### src/rtl/tengphy_pcs_pkg.sv
// Shared constants and types for the 10GBASE-R PCS transmit path
// (XGMII characters, 7-bit control codes, 64b/66b block types and sync headers).
package tengphy_pcs_pkg;

    localparam logic [7:0] XGMII_IDLE  = 8'h07;
    localparam logic [7:0] XGMII_START = 8'hFB;
    localparam logic [7:0] XGMII_TERM  = 8'hFD;
    localparam logic [7:0] XGMII_SEQ   = 8'h9C;
    localparam logic [7:0] XGMII_ERR   = 8'hFE;

    localparam logic [6:0] IDLE_C = 7'h00;
    localparam logic [6:0] ERR_C  = 7'h1E;

    localparam logic [7:0] BT_IDLE = 8'h1E;
    localparam logic [7:0] BT_S0   = 8'h78;
    localparam logic [7:0] BT_S4   = 8'h33;
    localparam logic [7:0] BT_OS   = 8'h4B;

    localparam logic [1:0] SH_DATA = 2'b01;
    localparam logic [1:0] SH_CTRL = 2'b10;

    typedef enum logic [2:0] {
        TX_INIT = 3'd0,
        TX_C    = 3'd1,
        TX_D    = 3'd2,
        TX_T    = 3'd3,
        TX_E    = 3'd4
    } tx_state_e;

    typedef enum logic [2:0] {
        CLS_C = 3'd0,
        CLS_S = 3'd1,
        CLS_D = 3'd2,
        CLS_T = 3'd3,
        CLS_E = 3'd4
    } blk_class_e;

    // Block type of a terminate block whose /T/ sits in lane n
    function automatic logic [7:0] term_type(input logic [2:0] n);
        logic [7:0] t;
        case (n)
            3'd0:    t = 8'h87;
            3'd1:    t = 8'h99;
            3'd2:    t = 8'hAA;
            3'd3:    t = 8'hB4;
            3'd4:    t = 8'hCC;
            3'd5:    t = 8'hD2;
            3'd6:    t = 8'hE1;
            3'd7:    t = 8'hFF;
            default: t = 8'h87;
        endcase
        return t;
    endfunction

    // Control block carrying /E/ in all eight lanes
    function automatic logic [63:0] error_block();
        return {{8{ERR_C}}, BT_IDLE};
    endfunction

endpackage

### src/rtl/pcs_block_classify.sv
// Combinational 64b/66b block encoder: maps one 8-lane XGMII block to a payload,
// sync header and block class for the TX state machine.
module pcs_block_classify
    import tengphy_pcs_pkg::*;
(
    input  logic [63:0] blk_data,
    input  logic [7:0]  blk_ctrl,
    output logic [63:0] blk_payload,
    output logic [1:0]  blk_head,
    output blk_class_e  blk_class
);

    logic [7:0]  lane_ic_s;
    logic [55:0] ctrl_codes_s;
    logic [7:0]  term_match_s;
    logic [2:0]  term_n_s;
    logic [5:0]  term_csh_s;
    logic [55:0] term_dmask_s;
    logic [55:0] term_cmask_s;

    // Per-lane idle/error detection and the 7-bit code each lane would carry
    always_comb begin
        lane_ic_s    = 8'h00;
        ctrl_codes_s = 56'h0;
        for (int k = 0; k < 8; k++) begin
            lane_ic_s[k] = blk_ctrl[k] & ((blk_data[8*k +: 8] == XGMII_IDLE) |
                                          (blk_data[8*k +: 8] == XGMII_ERR));
            ctrl_codes_s[7*k +: 7] = (blk_data[8*k +: 8] == XGMII_IDLE) ? IDLE_C : ERR_C;
        end
    end

    // Terminate search; the required ctrl pattern allows at most one match
    always_comb begin
        term_match_s = 8'h00;
        term_n_s     = 3'd0;
        for (int n = 0; n < 8; n++) begin
            term_match_s[n] = (blk_ctrl == (8'hFF << n)) &&
                              (blk_data[8*n +: 8] == XGMII_TERM) &&
                              ((lane_ic_s | ~(8'hFE << n)) == 8'hFF);
            term_n_s = term_n_s | (term_match_s[n] ? 3'(n) : 3'd0);
        end
        // data bytes fill from bit 8 upward, codes C(n+1)..C7 keep their slots below bit 63
        term_csh_s   = 6'd7 * ({3'b000, term_n_s} + 6'd1);
        term_dmask_s = (56'h1 << {term_n_s, 3'b000}) - 56'h1;
        term_cmask_s = ~((56'h1 << term_csh_s) - 56'h1);
    end

    // Block class, header and payload selection
    always_comb begin
        blk_payload = 64'h0;
        blk_head    = SH_CTRL;
        blk_class   = CLS_E;
        if (blk_ctrl == 8'h00) begin
            blk_payload = blk_data;
            blk_head    = SH_DATA;
            blk_class   = CLS_D;
        end else if (lane_ic_s == 8'hFF) begin
            blk_payload = {ctrl_codes_s, BT_IDLE};
            blk_class   = CLS_C;
        end else if ((blk_ctrl == 8'h01) && (blk_data[7:0] == XGMII_START)) begin
            blk_payload = {blk_data[63:8], BT_S0};
            blk_class   = CLS_S;
        end else if ((blk_ctrl == 8'h1F) && (lane_ic_s[3:0] == 4'hF) &&
                     (blk_data[39:32] == XGMII_START)) begin
            blk_payload = {blk_data[63:40], 4'h0, ctrl_codes_s[27:0], BT_S4};
            blk_class   = CLS_S;
        end else if ((blk_ctrl == 8'hF1) && (blk_data[7:0] == XGMII_SEQ) &&
                     (lane_ic_s[7:4] == 4'hF)) begin
            blk_payload = {ctrl_codes_s[55:28], 4'h0, blk_data[31:8], BT_OS};
            blk_class   = CLS_C;
        end else if (term_match_s != 8'h00) begin
            blk_payload = {(blk_data[55:0] & term_dmask_s) | (ctrl_codes_s & term_cmask_s),
                           term_type(term_n_s)};
            blk_class   = CLS_T;
        end else begin
            blk_payload = 64'h0;
            blk_head    = SH_CTRL;
            blk_class   = CLS_E;
        end
    end

endmodule

### src/rtl/xgmii_64b66b_encode.sv
// 10GBASE-R transmit encoder: pairs 32-bit XGMII beats into 8-lane blocks, runs the
// TX state machine and registers one 66-bit block per completed pair.
module xgmii_64b66b_encode
    import tengphy_pcs_pkg::*;
#(
    parameter int ERR_CNT_W = 16
) (
    input  logic                 clk_i,
    input  logic                 rst_n_i,
    input  logic [31:0]          xgmii_txd_i,
    input  logic [3:0]           xgmii_txc_i,
    input  logic                 xgmii_txd_vld_i,
    output logic [63:0]          encode_data_o,
    output logic [1:0]           encode_head_o,
    output logic                 encode_data_vld_o,
    output logic                 encode_error_o,
    output logic [ERR_CNT_W-1:0] encode_err_cnt_o
);

    logic                 phase_r;
    logic [31:0]          half_data_r;
    logic [3:0]           half_ctrl_r;
    tx_state_e            state_r;
    tx_state_e            state_next_s;
    logic                 blk_done_s;
    logic [63:0]          cls_payload_s;
    logic [1:0]           cls_head_s;
    blk_class_e           cls_class_s;
    logic [63:0]          blk_data_s;
    logic [1:0]           blk_head_s;
    logic                 blk_error_s;
    logic [63:0]          data_r;
    logic [1:0]           head_r;
    logic                 vld_r;
    logic                 error_r;
    logic [ERR_CNT_W-1:0] err_cnt_r;

    assign blk_done_s = xgmii_txd_vld_i & phase_r;

    pcs_block_classify u_classify (
        .blk_data    ({xgmii_txd_i, half_data_r}),
        .blk_ctrl    ({xgmii_txc_i, half_ctrl_r}),
        .blk_payload (cls_payload_s),
        .blk_head    (cls_head_s),
        .blk_class   (cls_class_s)
    );

    // Beat pairing: phase advances only on valid beats; phase-0 beat is held as lanes 0-3
    always_ff @(posedge clk_i or negedge rst_n_i) begin
        if (!rst_n_i) begin
            phase_r     <= 1'b0;
            half_data_r <= 32'h0;
            half_ctrl_r <= 4'h0;
        end else if (xgmii_txd_vld_i) begin
            phase_r <= ~phase_r;
            if (!phase_r) begin
                half_data_r <= xgmii_txd_i;
                half_ctrl_r <= xgmii_txc_i;
            end
        end
    end

    // TX state register, advanced once per assembled block
    always_ff @(posedge clk_i or negedge rst_n_i) begin
        if (!rst_n_i) begin
            state_r <= TX_INIT;
        end else if (blk_done_s) begin
            state_r <= state_next_s;
        end
    end

    // Next state and block selection; every block that lands in TX_E is replaced
    always_comb begin
        state_next_s = state_r;
        case (state_r)
            TX_INIT, TX_C, TX_T: begin
                case (cls_class_s)
                    CLS_C:   state_next_s = TX_C;
                    CLS_S:   state_next_s = TX_D;
                    default: state_next_s = TX_E;
                endcase
            end
            TX_D: begin
                case (cls_class_s)
                    CLS_D:   state_next_s = TX_D;
                    CLS_T:   state_next_s = TX_T;
                    default: state_next_s = TX_E;
                endcase
            end
            TX_E: begin
                case (cls_class_s)
                    CLS_D:   state_next_s = TX_D;
                    CLS_C:   state_next_s = TX_C;
                    CLS_T:   state_next_s = TX_T;
                    default: state_next_s = TX_E;
                endcase
            end
            default: state_next_s = TX_INIT;
        endcase

        if (state_next_s == TX_E) begin
            blk_data_s  = error_block();
            blk_head_s  = SH_CTRL;
            blk_error_s = 1'b1;
        end else begin
            blk_data_s  = cls_payload_s;
            blk_head_s  = cls_head_s;
            blk_error_s = 1'b0;
        end
    end

    // Output registers and saturating error counter
    always_ff @(posedge clk_i or negedge rst_n_i) begin
        if (!rst_n_i) begin
            data_r    <= 64'h0;
            head_r    <= 2'b00;
            vld_r     <= 1'b0;
            error_r   <= 1'b0;
            err_cnt_r <= {ERR_CNT_W{1'b0}};
        end else begin
            vld_r   <= blk_done_s;
            error_r <= blk_done_s & blk_error_s;
            if (blk_done_s) begin
                data_r <= blk_data_s;
                head_r <= blk_head_s;
            end
            if (blk_done_s && blk_error_s && (err_cnt_r != {ERR_CNT_W{1'b1}})) begin
                err_cnt_r <= err_cnt_r + {{(ERR_CNT_W-1){1'b0}}, 1'b1};
            end
        end
    end

    assign encode_data_o     = data_r;
    assign encode_head_o     = head_r;
    assign encode_data_vld_o = vld_r;
    assign encode_error_o    = error_r;
    assign encode_err_cnt_o  = err_cnt_r;

endmodule

### config.mk
export PLATFORM = sky130hd
export DESIGN_NAME = xgmii_64b66b_encode
export DESIGN_NICKNAME = d
export VERILOG_FILES = /design/src/rtl/tengphy_pcs_pkg.sv /design/src/rtl/pcs_block_classify.sv /design/src/rtl/xgmii_64b66b_encode.sv
export SDC_FILE = /design/constraint.sdc
export NUM_CORES = 1
export LEC_CHECK = 0
export CELL_PAD_IN_SITES_DETAIL_PLACEMENT = 1
export CELL_PAD_IN_SITES_GLOBAL_PLACEMENT = 1
export CORE_ASPECT_RATIO = 1.25
export CORE_MARGIN = 3
export CORE_UTILIZATION = 42
export DETAILED_ROUTE_END_ITERATION = 8
export MAX_ROUTING_LAYER = met4
export PLACE_DENSITY = 0.78
export SETUP_SLACK_MARGIN = 0.2
export SLEW_MARGIN = 20
export SYNTH_ARGS = -nofsm -noshare
export SYNTH_HDL_FRONTEND = slang
export SYNTH_SLANG_ARGS = --single-unit
export TNS_END_PERCENT = 100
### constraint.sdc
create_clock -name clk_i -period 6.79 [get_ports clk_i]
set_input_delay 1.0185 -clock clk_i [delete_from_list [all_inputs] [get_ports clk_i]]
set_output_delay 1.0185 -clock clk_i [all_outputs]
set_load 0.02 [all_outputs]
Yosys cells after proc, flatten, opt, wreduce, memory -nomap -nowiden
Memory sizes are Yosys's and may differ from the RTL's. Index checks and enable logic that the tools add are counted.

Register bits: 124. ROM bits: 56. Input port bits: 39. Output and inout port bits: 84. Memories kept: 1.

Add/sub/neg operators: 4. Multipliers: 1. Equality and inequality tests: 55. Shift-type cells: 2. Multiplexer cells: 35. Bitwise operators: 29. Reduce and logical (&&, ||, !) cells: 28.

Memory list: (no name shown) (words 8, bits a word 7, rd ports 1, clocked after memory_dff 0, wr ports 0, line tengphy_pcs_pkg.sv:41) `case (n)`.

Operators by type and width (count): 64-bit 2-to-1 mux (7); 8-bit equality test (second input constant) (29); 56-bit bitwise AND (2); 1-bit by 6-bit << shifter with 56-bit output (first input constant) (2); 56-bit by 1-bit subtractor with 56-bit output (second input constant) (2); 8-bit by 3-bit equality test with 1-bit output (second input constant) (8); 56-bit inverter (1); 56-bit bitwise OR (1); 5-bit 2-to-1 mux (8); 3-bit 2-to-1 mux (10); 1-bit logical AND (22); 3-bit bitwise OR (6); 3-bit case mux with 3 select lines (2); 16-bit by 1-bit adder with 16-bit output (second input constant) (1); 16-bit inequality test (second input constant) (1); 3-bit by 2-bit equality test with 1-bit output (second input constant) (4); 3-bit case mux with 2 select lines (2); 1-bit bitwise AND (10); 3-bit equality test (second input constant) (3); 4-bit equality test (second input constant) (2); 8-bit by 1-bit equality test with 1-bit output (second input constant) (1); 8-bit by 5-bit equality test with 1-bit output (second input constant) (1); 8-bit zero test (1); 2-bit 2-to-1 mux (4); other kinds (14) (24).

Longest topological paths before layout
Gate-level depths: netlist of the first run.

Depth in word-level cells: 26. Depth in mapped cells: 29. Depth with buffers taken out: 24.

Hierarchy
From an unflattened synthesis of the first run, not the netlist that was laid out.

Cells, all modules: 1017. Area, all modules: 8893.5 um2.

Modules (own cells, without submodules): xgmii_64b66b_encode (instances 1, cells each 330, area each 4768.3 um2); pcs_block_classify (instances 1, cells each 687, area each 4125.2 um2).

Least setup slack after synthesis of the first run
Ideal clock, no wire load.

Kind: input to register. From: input xgmii_txd_i[19]. To: register data_r[12] (netlist: encode_data_o[12]). Setup time: 0.123 ns. Arrival time: 6.152 ns. Required time: 6.667 ns. Setup slack: 0.515 ns. Cell stages on the path: 24. Cell sequence: or4b_1 nor3_2 o221ai_2 nor3_4 a21o_1 buf_4 ha_1 ha_1 ha_1 inv_1 ha_1 a21oi_1 o21ai_0 a21oi_1 o31a_1 o21ai_2 buf_2 buf_2 or3_1 ha_1 or4_1 a32o_1 a221oi_2 nor2_1.

Word-level cells in the longest chain between the ends: 26. Elaborated cells between the ends (all ways): 66.

Ends and longest elaborated chain: from (decl) (line xgmii_64b66b_encode.sv:10) `input logic [31:0] xgmii_txd_i,`; 8-bit by 3-bit equality test with 1-bit output or 8-bit equality test (tied branches) (line pcs_block_classify.sv:26, pcs_block_classify.sv:27); 1-bit bitwise OR (line pcs_block_classify.sv:26) `lane_ic_s[k] = blk_ctrl[k] & ((blk_data[8*k +: 8] == XGMII_IDLE) |`; 1-bit bitwise AND (line pcs_block_classify.sv:26); 6-bit equality test or 5-bit equality test (tied branches) (line pcs_block_classify.sv:39) `((lane_ic_s | ~(8'hFE << n)) == 8'hFF);`; 1-bit logical AND (line pcs_block_classify.sv:38) `(blk_data[8*n +: 8] == XGMII_TERM) &&`; 1-bit 2-to-1 mux or 2-bit 2-to-1 mux (tied branches) (line pcs_block_classify.sv:40) `term_n_s = term_n_s | (term_match_s[n] ? 3'(n) : 3'd0);`; 3-bit bitwise OR (6 in series) (line pcs_block_classify.sv:40); 3-bit by 1-bit adder with 4-bit output (line pcs_block_classify.sv:43) `term_csh_s = 6'd7 * ({3'b000, term_n_s} + 6'd1);`; (+5 left out); 56-bit bitwise OR (line pcs_block_classify.sv:72) `blk_payload = {(blk_data[55:0] & term_dmask_s) | (ctrl_codes_s & term_cmask_s),`; 64-bit 2-to-1 mux (line pcs_block_classify.sv:71) `end else if (term_match_s != 8'h00) begin`; 64-bit 2-to-1 mux (line pcs_block_classify.sv:67) `end else if ((blk_ctrl == 8'hF1) && (blk_data[7:0] == XGMII_SEQ) &&`; 64-bit 2-to-1 mux (line pcs_block_classify.sv:63) `end else if ((blk_ctrl == 8'h1F) && (lane_ic_s[3:0] == 4'hF) &&`; 64-bit 2-to-1 mux (line pcs_block_classify.sv:60) `end else if ((blk_ctrl == 8'h01) && (blk_data[7:0] == XGMII_START)) begin`; 64-bit 2-to-1 mux (line pcs_block_classify.sv:57) `end else if (lane_ic_s == 8'hFF) begin`; 64-bit 2-to-1 mux (line pcs_block_classify.sv:53) `if (blk_ctrl == 8'h00) begin`; 64-bit 2-to-1 mux * (line xgmii_64b66b_encode.sv:101) `if (state_next_s == TX_E) begin`; to (signal assigned) (line xgmii_64b66b_encode.sv:124) `data_r <= blk_data_s;`; to (decl) (line xgmii_64b66b_encode.sv:32) `logic [63:0] data_r;`.

Mark *: on every way between the ends. The rest lies on a longest branch, timed or not. A chain may end at the register's enable or synchronous reset.

Final worst setup path of the first run
From: register half_data_r[28]. To: register data_r[12] (netlist: encode_data_o[12]).

Word-level cells in the longest chain between the ends: 26. Elaborated cells between the ends (all ways): 59.

Ends and longest elaborated chain: from (decl) (line xgmii_64b66b_encode.sv:21) `logic [31:0] half_data_r;`; from (signal assigned) (line xgmii_64b66b_encode.sv:57) `half_data_r <= xgmii_txd_i;`; 8-bit by 3-bit equality test with 1-bit output or 8-bit equality test (tied branches) (line pcs_block_classify.sv:26, pcs_block_classify.sv:27); 1-bit bitwise OR (line pcs_block_classify.sv:26); 1-bit bitwise AND (line pcs_block_classify.sv:26); 6-bit equality test or 5-bit equality test (tied branches) (line pcs_block_classify.sv:39); 1-bit logical AND (line pcs_block_classify.sv:38); 1-bit 2-to-1 mux or 2-bit 2-to-1 mux (tied branches) (line pcs_block_classify.sv:40); 3-bit bitwise OR (6 in series) (line pcs_block_classify.sv:40); 3-bit by 1-bit adder with 4-bit output (line pcs_block_classify.sv:43); (+5 left out); 56-bit bitwise OR (line pcs_block_classify.sv:72); 64-bit 2-to-1 mux (line pcs_block_classify.sv:71); 64-bit 2-to-1 mux (line pcs_block_classify.sv:67); 64-bit 2-to-1 mux (line pcs_block_classify.sv:63); 64-bit 2-to-1 mux (line pcs_block_classify.sv:60); 64-bit 2-to-1 mux (line pcs_block_classify.sv:57); 64-bit 2-to-1 mux (line pcs_block_classify.sv:53); 64-bit 2-to-1 mux * (line xgmii_64b66b_encode.sv:101).

Marks and branches as above.

==> results of run 1 <==
==> report_power, final <==
| part | leakage (nW) | internal [W] | switching, W |
|---|---|---|---|
| combinational | 2.65 | 0.000477 | 0.000613 |
| clock | 0.260 | 0.000471 | 0.000396 |
| sequential | 1.48 | 0.000956 | 0.000395 |
==> metal layers <==
metal  vias to the layer above  share of wire  global-route usage
met1                      5059           0.37               0.476
met3                       197          0.083              0.0815
met4                         0          0.077               0.259
li1                       4291              -                   -
met2                       625           0.47               0.645
met5                         -              0                   -
==> flip-flops by register name, indices dropped and copies added, names as in the netlist <==
| name | count |
|---|---|
| encode_data_o | 64 |
| half_data_r | 32 |
| encode_err_cnt_o | 16 |
| half_ctrl_r | 4 |
| state_r | 3 |
| encode_head_o | 2 |
| encode_data_vld_o | 1 |
| encode_error_o | 1 |
| phase_r | 1 |
==> cell type report <==
type	count	share of cell area
diodes	1	0.000221
clock buffers	17	0.0376
clock inverters	14	0.00995
inverters	19	0.00630
multi-input cells	859	0.484
flip-flops and latches	124	0.274
well taps	270	0.0298
repair buffers	195	0.158
==> metrics by stage <==
| step | worst slack, ns | instances |
|---|---|---|
| 2_1_floorplan | 0.515 | 1060 |
| 3_3_place_gp | 0.193 | 1466 |
| 3_5_place_dp | -0.0369 | 1466 |
| 4_1_cts | 0.382 | 1497 |
| 5_1_grt | 0.205 | 1498 |
| 6_report | 0.470 | 1499 |
==> kinds of logic (layout without fill, tap and decap cells) <==
| kind of cell | count (synthesis) | after routing | synth area share |
|---|---|---|---|
| flip-flops | 124 | 124 | 0.350 |
| adder cells (fa/ha/maj) | 16 | 16 | 0.0243 |
| AND/OR/NAND/NOR | 438 | 438 | 0.248 |
| buffers and inverters | 77 | 245 | 0.0343 |
| other | 1 | 2 | 0.000423 |
| AO/OA/AOI/OAI | 334 | 334 | 0.262 |
| multiplexers | 43 | 43 | 0.0543 |
| XOR/XNOR | 27 | 27 | 0.0267 |
==> synth_stat cells (4+ instances only) <==
cell | instances | area [µm²]
nand2_1 | 131 | 492
dfrtp_1 | 124 | 3100
nor2_1 | 92 | 345
o21ai_0 | 83 | 415
a21oi_1 | 62 | 310
clkbuf_1 | 47 | 176
nor3_1 | 41 | 205
mux2_2 | 37 | 417
nand3_1 | 30 | 150
a22oi_1 | 29 | 218
nand4_1 | 25 | 156
xnor2_1 | 21 | 184
and3_1 | 16 | 100
a31oi_1 | 15 | 93.8
inv_1 | 15 | 56.3
ha_1 | 14 | 175
or3_1 | 14 | 87.6
nor4_1 | 12 | 75.1
o211ai_1 | 12 | 90.1
nor2b_1 | 11 | 68.8
o21a_1 | 11 | 82.6
a221oi_1 | 10 | 87.6
o31ai_1 | 10 | 75.1
a21o_1 | 9 | 67.6
and2_1 | 9 | 56.3
or4_1 | 9 | 67.6
o2111ai_1 | 8 | 70.1
o22ai_1 | 8 | 50.1
nand2b_1 | 7 | 43.8
and4_1 | 6 | 52.6
buf_2 | 6 | 30.0
nand4b_1 | 6 | 52.6
o31a_1 | 6 | 52.6
or2_2 | 6 | 37.5
xor2_1 | 6 | 52.6
a211o_1 | 5 | 43.8
a211oi_1 | 5 | 37.5
mux2i_1 | 5 | 50.1
nand3b_1 | 5 | 37.5
o21ai_1 | 5 | 25.0
o22a_1 | 5 | 43.8
o41ai_1 | 5 | 43.8
a22o_1 | 4 | 35.0
o21bai_1 | 4 | 30.0
==> worst max-delay path: cells and delay by family (launching register included) <==
family                     cells  cell delay [ns]
AOI/OAI and AO/OA              9             2.20
and+or+nand+nor                6             2.15
adders and majority gates      5             1.25
DFF                            1             0.58
buffers and inverters          1             0.04
==> worst max-delay path by stage <==
stage                                            from                            end  slack [ns]
after global routing                   xgmii_txc_i[3]  encode_data_o[12]$_DFFE_PN0P_        0.21
after CTS                             xgmii_txd_i[21]  encode_data_o[12]$_DFFE_PN0P_        0.38
final                     half_data_r[28]$_DFFE_PN0P_  encode_data_o[12]$_DFFE_PN0P_        0.47
after global placement                xgmii_txd_i[21]  encode_data_o[12]$_DFFE_PN0P_        0.19
after detailed placement              xgmii_txd_i[21]  encode_data_o[12]$_DFFE_PN0P_       -0.04
after floorplan                       xgmii_txd_i[19]  encode_data_o[12]$_DFFE_PN0P_        0.52
==> repair_timing <==
| action | CTS | global route |
|---|---|---|
| buffers inserted | 0 | 0 |
| resized for setup | 0 | 3 |
| setup endpoints to repair | 0 | 5 |
==> layout by cell type (no fill, tap or decap), types with 7 or more instances in the layout <==
cell type / instances
a221oi_1: 10
clkdlybuf4s50_1: 120
buf_4: 72
ha_1: 14
a31oi_1: 15
inv_1: 15
a22oi_1: 29
o21ai_0: 82
and3_1: 16
dfrtp_1: 124
o211ai_1: 12
nand3_1: 30
nor2b_1: 10
a21o_1: 9
mux2_2: 37
nor2_1: 92
o22ai_1: 8
nor4_1: 11
nor3_1: 41
o2111ai_1: 8
or4_1: 9
nand2_1: 130
nand2b_1: 7
nand4_1: 25
xnor2_1: 21
or3_1: 14
a21oi_1: 62
o31ai_1: 10
clkbuf_16: 17
and2_1: 9
o21a_1: 11
==> out/results.txt, run 1 <==
CTS tree - done
Critical path type - register to register
Largest net degree at the start of global routing - 75
First-pass GRT wire length - 67900 µm
Initial core utilization - 0.433
Ys async rst share - 1.00
Avg Cell Area, Syn - 8.37 µm²
Cell variety after synth - 86
WHS Path Cells - 2
Register area - 3100 µm²
DR WL/cell - 30.2 µm
Clock tree sinks - 124
Layout fillers - 2446
Arr. time, crit path - 6.64 ns
Slew margin rel. - 0.341
TritonCTS Buffers - 17
CP most frequent cell - ha_1
Area of the multi-input gates - 5480 µm²
Critical path, cell by cell - nand4_1 -> nor4_1 -> nor2_1 -> o41ai_2 -> a21o_1 -> ha_1 -> ha_1 -> ha_1 -> inv_1 -> ha_1 -> a21oi_1 -> o21ai_0 -> a21oi_1 -> o31a_1 -> o21ai_2 -> or3_1 -> ha_1 -> or4_1 -> a32o_1 -> a221oi_2 -> nor2_1
Leakage - 4.39 nW
Pwr Total - 0.00331 W
PD cells - 292 nW/µm²
Crit Path Max Fanout - 5
Slowest stage delay, CP - 0.74 ns
Post-route DRC - 0
Max VDD drop - 0.000203 V
Worst Min Path Start - encode_data_o[28]$_DFFE_PN0P_
Antenna-violating nets left - 0
DRT Pass-1 Iters - 6
Initial DRC count - 973
Grt total ovfl - 0
Routability Congestion - 1.05
Final slew viol count - 0
Clk_skew - 0.00906 ns
Worst Hold Class - register to register
Clock slew at reported path FFs - 0.07 ns
FMAX - 158 MHz
Final setup violation count - 0
# rows - 58
Post-DP HPWL - 34400 µm
Post-CTS Hold Fix Bufs - 0
Total die area - 22900 µm²
Clock Latency Late Sink - 0.44 ns
RSZ-0062 raised after global routing - false
Ports - 123
Hold slack - 0.482 ns
Port-buffer cells - 122
Syn Inst Count - 1060
Final period util - 0.931
Die height - 168 µm
CP startpoint kind - register
Worst R2R Setup Slack - 0.47 ns
Tightest Pin Transition - 0.981 ns
Final core utilization - 0.553
Flops & latches, synth - 124
Tot GR Track Use - 0.409
Endpoint class of the critical path - register
Final Hold Viols - 0
Number of flops mapped to enable cells by yosys - 0
H-tree depth - 4
Hold endpoint - encode_data_o[28]$_DFFE_PN0P_
Die W - 136 µm
Critical path data required time - 7.11 ns
Antenna violations before repair - 0
Ys flop type - dfrtp_1
Status - complete, no violations
FF-to-FF path depth - 21
Synth Warn # - 0
Clk buf depth - 2
Vias - 10172
FF-to-FF End - encode_data_o[12]$_DFFE_PN0P_
CTS root buf - clkbuf_16
Fraction of layout cells with a size suffix above 1 - 0.149
Slowest cell on the critical path - nor4_1
Setup TNS - 0 ns
Syn nets - 1115
Vias in the first global route - 10626
NumNets Final - 1271
Area after DPL - 10800 µm²
Syn-to-layout area delta - 27.6%
Max-capacitance violation count - 0
RR Startpoint - half_data_r[28]$_DFFE_PN0P_
Mapped Area - 8870 µm²
Post-synthesis sequential area ratio - 0.350
Placeable core region - 20500 µm²
WL final - 45300 µm
Minimum clock period - 6.32 ns
Post-route design area - 11300 µm²
Routed vias/inst - 6.79
Note: power is estimated with default switching activity, not from simulation.
==> inputs of run 2 (changes only) <==
--- a/config.mk
+++ b/config.mk
@@ -8,14 +8,13 @@
 export CELL_PAD_IN_SITES_DETAIL_PLACEMENT = 1
 export CELL_PAD_IN_SITES_GLOBAL_PLACEMENT = 1
 export CORE_ASPECT_RATIO = 1.25
-export CORE_MARGIN = 3
 export CORE_UTILIZATION = 42
 export DETAILED_ROUTE_END_ITERATION = 8
 export MAX_ROUTING_LAYER = met4
-export PLACE_DENSITY = 0.78
+export PLACE_DENSITY_LB_ADDON = 0.1
 export SETUP_SLACK_MARGIN = 0.2
 export SLEW_MARGIN = 20
 export SYNTH_ARGS = -nofsm -noshare
 export SYNTH_HDL_FRONTEND = slang
 export SYNTH_SLANG_ARGS = --single-unit
-export TNS_END_PERCENT = 100
+export TNS_END_PERCENT = 10
==> out/results.txt, run 2 (same netlist as run 1, synthesis figures left out) <==
Post-route DRC - 0
Initial DRC count - 887
Die height - 164 µm
Setup TNS - 0 ns
Most common cell after layout, fill and taps aside - nand2_1
DP Worst Slack - -0.00425 ns
Largest net degree at the start of global routing - 70
Layout fillers - 2469
Die W - 132 µm
Placeable core region - 20700 µm²
Total die area - 21700 µm²
First-pass GRT wire length - 68000 µm
PD cells - 292 nW/µm²
Final Hold Viols - 0
Clock tree sinks - 124
Clk buf depth - 2
DP Cell Count - 1482
Leakage - 4.49 nW
CTS tree - done
Port-buffer cells - 122
Tightest Pin Transition - 1.07 ns
Antenna-violating nets left - 0
Status - complete, no violations
Final setup violation count - 0
Number of flip-flops in the largest register - 64
Arr. time, crit path - 6.70 ns
Register area - 3100 µm²
Endpoint class of the critical path - register
RR Startpoint - half_data_r[27]$_DFFE_PN0P_
Syn-to-layout area delta - 29.2%
Final slew viol count - 0
Clk_skew - 0.0133 ns
NumNets Final - 1283
# rows - 59
Fraction of layout cells with a size suffix above 1 - 0.160
Antenna violations before repair - 0
Routability Congestion - 1.02
Ant diodes - 0
Final core utilization - 0.553
Max-capacitance violation count - 0
Final worst setup slack - 0.404 ns
Initial core utilization - 0.428
Critical path data required time - 7.10 ns
DR WL/cell - 30.1 µm
Clock slew at reported path FFs - 0.06 ns
Worst Hold Class - register to register
Crit Path Max Fanout - 7
TritonCTS Buffers - 17
Most frequent cells in the layout - nand2_1, dfrtp_1, clkdlybuf4s50_1, nor2_1, buf_4
Ports - 123
H-tree depth - 4
CTS root buf - clkbuf_16
CP startpoint kind - primary input
Clock Latency Late Sink - 0.44 ns
RSZ-0062 raised after global routing - false
Post-CTS Hold Fix Bufs - 0
FMAX - 157 MHz
Critical path type - primary input to register
Hold endpoint - encode_data_o[28]$_DFFE_PN0P_
Grt total ovfl - 0
Worst R2R Setup Slack - 0.65 ns
Max VDD drop - 0.000194 V
Post-DP HPWL - 33700 µm
DRT Pass-1 Iters - 5
Routed vias/inst - 6.81
WHS Path Cells - 2
Vias - 10324
FF-to-FF End - encode_data_o[12]$_DFFE_PN0P_
Worst Min Path Start - encode_data_o[28]$_DFFE_PN0P_
WL final - 45600 µm
Non-Filler Instances - 1515
Minimum clock period - 6.39 ns
FF-to-FF path depth - 21
Area of the multi-input gates - 5510 µm²
Vias in the first global route - 10569
Tot GR Track Use - 0.440
Final period util - 0.941
Slew margin rel. - 0.278
[run 2: cell count changes in the layout (fill, tap and decap cells not counted), sizes merged]
cell           delta
diode             -1
bufinv            +1
dlymetal6s2s      -1
clkbuf            +1
clkinvlp          -1
buf              +12
clkdlybuf4s50     +1
[run 2: worst max-delay path, cell delays in order]
cell             delay, ns
clkdlybuf4s50_1       0.57
nor2_1                0.22
nand4b_1              0.30
or4_4                 0.63
o21ai_1               0.19
a21o_1                0.18
ha_1                  0.19
ha_1                  0.32
ha_1                  0.32
inv_1                 0.04
ha_1                  0.19
a21oi_1               0.22
o21ai_0               0.12
a21oi_1               0.13
o31a_1                0.20
o21ai_2               0.08
or3_1                 0.37
ha_2                  0.25
or4_1                 0.57
a32o_1                0.29
a221oi_2              0.22
nor2_1                0.08
[run 2: cell type report]
type	instances	area share
well taps	274	0.0299
flip-flops and latches	124	0.271
clock inverters	14	0.0117
inverters	19	0.00622
repair buffers	207	0.164
multi-input cells	859	0.480
clock buffers	18	0.0374
[run 2: worst max path at each step]
stage	start	to	slack (ns)	cells after the start
4_1_cts	xgmii_txd_i[29]	encode_data_o[12]$_DFFE_PN0P_	0.40	22
3_5_place_dp	xgmii_txd_i[29]	encode_data_o[12]$_DFFE_PN0P_	-0.004	22
6_report	xgmii_txc_i[0]	encode_data_o[12]$_DFFE_PN0P_	0.40	22
2_1_floorplan	xgmii_txd_i[19]	encode_data_o[12]$_DFFE_PN0P_	0.52	24
5_1_grt	xgmii_txc_i[0]	encode_data_o[12]$_DFFE_PN0P_	0.22	22
3_3_place_gp	xgmii_txc_i[0]	encode_data_o[12]$_DFFE_PN0P_	0.18	23
[run 2: per-stage QoR]
stage,hold WS [ns],power [W],cell area [µm²]
2_1_floorplan,0.463,0.00176,8870
5_1_grt,0.511,0.00345,11500
3_5_place_dp,0.474,0.00238,10800
4_1_cts,0.493,0.00330,11400
6_report,0.482,0.00335,11500
3_3_place_gp,0.463,0.00234,10800
[run 2: layer usage]
layer	vias to the layer above	global-route usage	wire length (µm)
met4	0	0.316	3610
met3	223	0.0740	3490
met1	5145	0.496	17100
met2	640	0.713	21500
met5	-	-	0
li1	4316	-	-
[run 2: where the power goes]
| part | switching (W) | internal [W] | total (W) |
|---|---|---|---|
| Combinational | 0.000605 | 0.000487 | 0.00109 |
| Sequential | 0.000390 | 0.000956 | 0.00135 |
| Clock | 0.000403 | 0.000510 | 0.000913 |
| Total | 0.00140 | 0.00195 | 0.00335 |
[run 2: timing repair]
| action | 4_1_cts | 5_1_grt |
|---|---|---|
| setup buffers | 0 | 0 |
| setup endpoints to repair | 0 | 9 |
| hold endpoints to repair | 0 | 0 |
| gates resized for setup | 0 | 8 |
